==> config.mk <==
export PLATFORM = sky130hd
export DESIGN_NAME = fwd_hazard_unit
export DESIGN_NICKNAME = d
export VERILOG_FILES = /design/src/rtl/fwd_hazard_unit.sv
export SDC_FILE = /design/constraint.sdc
export NUM_CORES = 1
export LEC_CHECK = 0
export ABC_AREA = 0
export CAP_MARGIN = 20
export CORE_MARGIN = 1.5
export CORE_UTILIZATION = 46
export DETAILED_ROUTE_END_ITERATION = 6
export PLACE_DENSITY = 0.88
export SETUP_SLACK_MARGIN = 0.05
export SYNTH_ARGS = -nofsm -noshare
export SYNTH_HDL_FRONTEND = slang
export SYNTH_SLANG_ARGS = --single-unit
==> constraint.sdc <==
create_clock -name i_clk -period 1.9 [get_ports i_clk]
set_input_delay 0.285 -clock i_clk [delete_from_list [all_inputs] [get_ports i_clk]]
set_output_delay 0.285 -clock i_clk [all_outputs]
set_load 0.02 [all_outputs]
==> src/rtl/fwd_hazard_unit.sv <==
// rtl/fwd_hazard_unit.sv - execute-stage forwarding, load-use and scoreboard stall control
// Optional stall counter built when FWD_PERF_CNT_EN is defined.
module fwd_hazard_unit #(
    parameter int REG_SELECT = 5,
    parameter int N_READ     = 2,
    parameter int N_STAGES   = 2,
    parameter int ZERO_REG   = 1,
    parameter int SRC_W      = (N_STAGES > 1) ? $clog2(N_STAGES) : 1,
    parameter int CNT_WIDTH  = 16
) (
    input  logic                           i_clk,
    input  logic                           i_rst_n,
    input  logic [N_READ-1:0]              i_read_valid,
    input  logic [N_READ*REG_SELECT-1:0]   i_read_select,
    input  logic [N_STAGES-1:0]            i_is_write,
    input  logic [N_STAGES*REG_SELECT-1:0] i_write_select,
    input  logic                           i_is_load,
    input  logic                           i_mc_issue,
    input  logic [REG_SELECT-1:0]          i_mc_issue_select,
    input  logic                           i_mc_done,
    input  logic [REG_SELECT-1:0]          i_mc_done_select,
    output logic [N_READ-1:0]              o_forward,
    output logic [N_READ*SRC_W-1:0]        o_forward_src,
    output logic                           o_stall,
    output logic [1:0]                     o_stall_cause,
    output logic [(1<<REG_SELECT)-1:0]     o_pending,
    output logic                           o_err,
    output logic [CNT_WIDTH-1:0]           o_stall_cnt
);

    localparam int NREG = 1 << REG_SELECT;

    logic             load_haz;
    logic             sb_haz;
    logic             issue_ok;
    logic             set_conflict;
    logic [NREG-1:0]  pending_next;

    always_comb begin
        o_forward     = '0;
        o_forward_src = '0;
        load_haz      = 1'b0;
        sb_haz        = 1'b0;
        for (int k = 0; k < N_READ; k++) begin
            logic [REG_SELECT-1:0] rsel;
            logic                  active;
            rsel   = i_read_select[k*REG_SELECT +: REG_SELECT];
            active = i_read_valid[k] && !(ZERO_REG != 0 && rsel == '0);
            // Walk oldest to youngest so the lowest matching source is the one left standing.
            for (int s = N_STAGES - 1; s >= 0; s--) begin
                if (active && i_is_write[s] &&
                    i_write_select[s*REG_SELECT +: REG_SELECT] == rsel) begin
                    o_forward[k]                   = 1'b1;
                    o_forward_src[k*SRC_W +: SRC_W] = SRC_W'(s);
                    if (s == 0 && i_is_load)
                        load_haz = 1'b1;
                end
            end
            if (active && o_pending[rsel])
                sb_haz = 1'b1;
        end
        o_stall       = load_haz || sb_haz;
        o_stall_cause = sb_haz ? 2'b10 : (load_haz ? 2'b01 : 2'b00);
    end

    always_comb begin
        issue_ok     = i_mc_issue && !(ZERO_REG != 0 && i_mc_issue_select == '0);
        set_conflict = issue_ok && o_pending[i_mc_issue_select] &&
                       !(i_mc_done && i_mc_done_select == i_mc_issue_select);
        pending_next = o_pending;
        if (i_mc_done)
            pending_next[i_mc_done_select] = 1'b0;
        // Set after clear: an issue and done to the same register leaves it pending.
        if (issue_ok)
            pending_next[i_mc_issue_select] = 1'b1;
    end

    always_ff @(posedge i_clk) begin
        if (!i_rst_n) begin
            o_pending <= '0;
            o_err     <= 1'b0;
        end else begin
            o_pending <= pending_next;
            if (set_conflict)
                o_err <= 1'b1;
        end
    end

`ifdef FWD_PERF_CNT_EN
    always_ff @(posedge i_clk) begin
        if (!i_rst_n)
            o_stall_cnt <= '0;
        else if (o_stall && o_stall_cnt != {CNT_WIDTH{1'b1}})
            o_stall_cnt <= o_stall_cnt + 1'b1;
    end
`else
    assign o_stall_cnt = '0;
`endif

endmodule
==> results.txt <==
----------------------------------------------------
[Cells and area]
  Final design utilization ... 0.7560
  Filler Cell Count ... 430
  Synth-to-layout area growth ... 58.89%
  Commonest non-fill, non-tap cell in the layout ... sky130_fd_sc_hd__buf_4
  Most frequent cells in the layout ... sky130_fd_sc_hd__buf_4, sky130_fd_sc_hd__clkdlybuf4s50_1, sky130_fd_sc_hd__nand2_1
  Antenna diode count ... 0
  Final nets ... 496
  Fraction of final layout cells sized beyond drive strength 1 ... 0.3777
  Final instance count without filler cells ... 533

[Route]
  Average routed wire per standard cell ... 20.54 um
  Total Routed Length ... 10950 um
  Number of nets with antenna violations after detailed routing ... 0
  DR DRC count ... 0
  Via count of the routed design ... 3185
  Via count normalized by instance count ... 5.976
  Number of DRC markers after the initial detailed-route iteration ... 198
  Number of detailed-route iterations in the first pass ... 5

[Flow run]
  Reported max-cap violation count ... 0

[Synth]
  Count of synthesis-stage warnings from yosys ... 0
  Cell types with the largest area share after synthesis ... sky130_fd_sc_hd__dfxtp_1, sky130_fd_sc_hd__mux4_2, sky130_fd_sc_hd__a21boi_0, sky130_fd_sc_hd__mux4_1, sky130_fd_sc_hd__xnor2_1
  Synthesized area divided by synthesized cell count ... 9.121 um2
  Yosys top cell area share ... 0.2359
  Most used DFF post-synth ... sky130_fd_sc_hd__dfxtp_1
  Post-synthesis sequential element count ... 33
  Post-synth EDFFs ... 0
  Number of standard cells after synthesis ... 307
  Cell Area, Synth ... 2800 um2
  Area leader, netlist ... sky130_fd_sc_hd__dfxtp_1
  Fraction of the yosys area taken by sequential cells ... 0.2359
  Asr flop ratio synth ... 0
  Netlist cell types ... 47

[GRT]
  Gr ovfl total ... 0
  Largest net degree at the start of global routing ... 34
  Total Routing Usage GR ... 0.3453
  Antenna violations before repair ... 0
  Wire length of the first global-routing pass ... 16610 um
  Via count of the first global-routing pass ... 3211

[Power]
  Static leakage ... 1.761 nW
  Sum of internal, switching and leakage power ... 1.969 mW
  Worst vdd rail ir drop ... 399.6 uV
  Total power per unit cell area ... 442.6 nW/um2

[Status]
  Failing checks ... setup timing
  Run status ... finished with violations

[Floorplanning]
  Area of the core region ... 5886 um2
  Die Height ... 81.02 um
  Initial standard-cell utilization of the core ... 0.4758
  Number of rows in the core area ... 28
  Top Ports ... 95
  Horizontal die dimension ... 81.02 um
  Die Area ... 6564 um2

[Timing]
  Final worst-path cycle share ... 1.206
  Maximum frequency from static timing analysis ... 436.5 MHz
  Setup repair after global routing missed its margin ... yes
  Worst hold slack across all endpoints ... 534.6 ps
  Clk_skew ... 6.275 ps
  Final Slew Violations ... 0
  Setup WS post-layout ... -391.1 ps
  Hold violation count in the final report ... 0
  Clock period minus final worst setup slack ... 2291 ps
  Final setup violation count ... 4

[Critical path]
  Biggest fanout along the worst timing path ... 3
  Critical path start-end classification ... reg -> out
  Data arrival time of the worst path ... 2010 ps
  Required time of the worst setup path ... 1620 ps
  Startpoint class of the critical path ... register
  Worst setup EP type ... output port

[Placement]
  Detailed-placement wirelength estimate ... 7973 um
  Placed Cells incl. Taps ... 519
  # port buffers ... 78
  Placer's final routability congestion estimate ... 0.9837

[Clock network]
  TritonCTS clock tree ... done
  Number of CTS-inserted buffers ... 5
  Clock insertion delay at the later pin of the skew report ... 300 ps
  Hold bufs inserted after CTS ... 0
  Clock transition at the registers of the reported paths ... 70 ps
  H-Tree Level Count ... 2
  Root cell of the clock tree ... sky130_fd_sc_hd__clkbuf_8
  Clk sinks ... 33
  Maximum clock insertion buffer count ... 2

[Worst hold path]
  Class of the worst hold path ... reg -> reg

----------------------------------------------------
-- through the flow --
| stage | setup slack, ps | cell area, um2 | TNS (ps) |
|---|---|---|---|
| 2_1_floorplan | 54.26 | 2885 | 0 |
| 5_1_grt | -452.5 | 4449 | -1342 |
| 3_5_place_dp | -1143 | 4146 | -7773 |
| 3_3_place_gp | -1146 | 4146 | -7361 |
| 6_report | -391.1 | 4449 | -1073 |
| 4_1_cts | -388.3 | 4378 | -1127 |
-- final timing paths --
check | start | to | slack, ps | cells after the start
hold / removal | o_err | o_err | 530 | 2
setup reg to reg | o_pending[23] | o_err | 70 | 7
setup / recovery | o_pending[22] | o_stall | -390 | 6
hold reg to reg | o_err | o_err | 530 | 2
-- state kept, by name, indices dropped and copies added (netlist names) --
name,count
o_pending,32
o_err,1
-- Yosys cell counts (all sizes together) (3+ instances only) --
cell / instances
nand2: 38
dfxtp: 33
o21ai: 32
a21boi: 31
buf: 26
mux4: 21
xnor2: 21
clkbuf: 14
nor2: 11
nand3b: 9
nand3: 8
nand4: 5
nor3b: 5
a22oi: 4
and3b: 4
mux2: 4
mux2i: 4
nor3: 4
xor2: 4
a41oi: 3
nand2b: 3
nor2b: 3
-- timing repair --
item	CTS	global route
setup endpoints to repair	8	8
pin swaps	18	16
setup buffers	6	0
resized for setup	111	24
-- kinds of logic (layout without fill, tap and decap cells) --
logic type | after synthesis | count (layout) | synth area share
mux | 29 | 29 | 0.2100
buf+inv | 41 | 177 | 0.09428
compound gates | 80 | 80 | 0.1962
xor+xnor | 25 | 25 | 0.07819
other cells | 1 | 16 | 0.001339
flops | 33 | 33 | 0.2359
simple gates | 98 | 98 | 0.1841
-- cell type report --
class                           count  area [um2]  share of cell area
Sequential cell                    33       671.9              0.1510
Multi-Input combinational cell    248        2086              0.4688
Clock inverter                      1       30.03            0.006749
Clock buffer                        7       86.33             0.01940
Inverter                            1       3.754           0.0008436
Timing Repair Buffer              168        1478              0.3321
Tap cell                           75       93.84             0.02109
-- power by group --
group / internal, mW / switching (mW)
Sequential: 0.698 / 0.0103
Clock: 0.428 / 0.269
Combinational: 0.279 / 0.285
Total: 1.40 / 0.565
-- worst max-delay path, cell delays in order, from the launching register on --
cell                        delay (ps)
sky130_fd_sc_hd__dfxtp_1           360
sky130_fd_sc_hd__mux4_2            490
sky130_fd_sc_hd__mux2i_2           170
sky130_fd_sc_hd__o2111ai_1         120
sky130_fd_sc_hd__a22o_1            280
sky130_fd_sc_hd__nand2b_4          160
sky130_fd_sc_hd__buf_6             130
-- layer usage --
metal,wire (um),share of wire,global-route usage,up-vias
li1,-,-,-,1393
met1,3850,0.35,0.3842,1517
met2,5424,0.50,0.5925,234
met3,1057,0.097,0.06966,41
met4,616,0.056,0.2328,0
met5,0,0,0,-
Note: power is estimated with default switching activity, not from simulation.
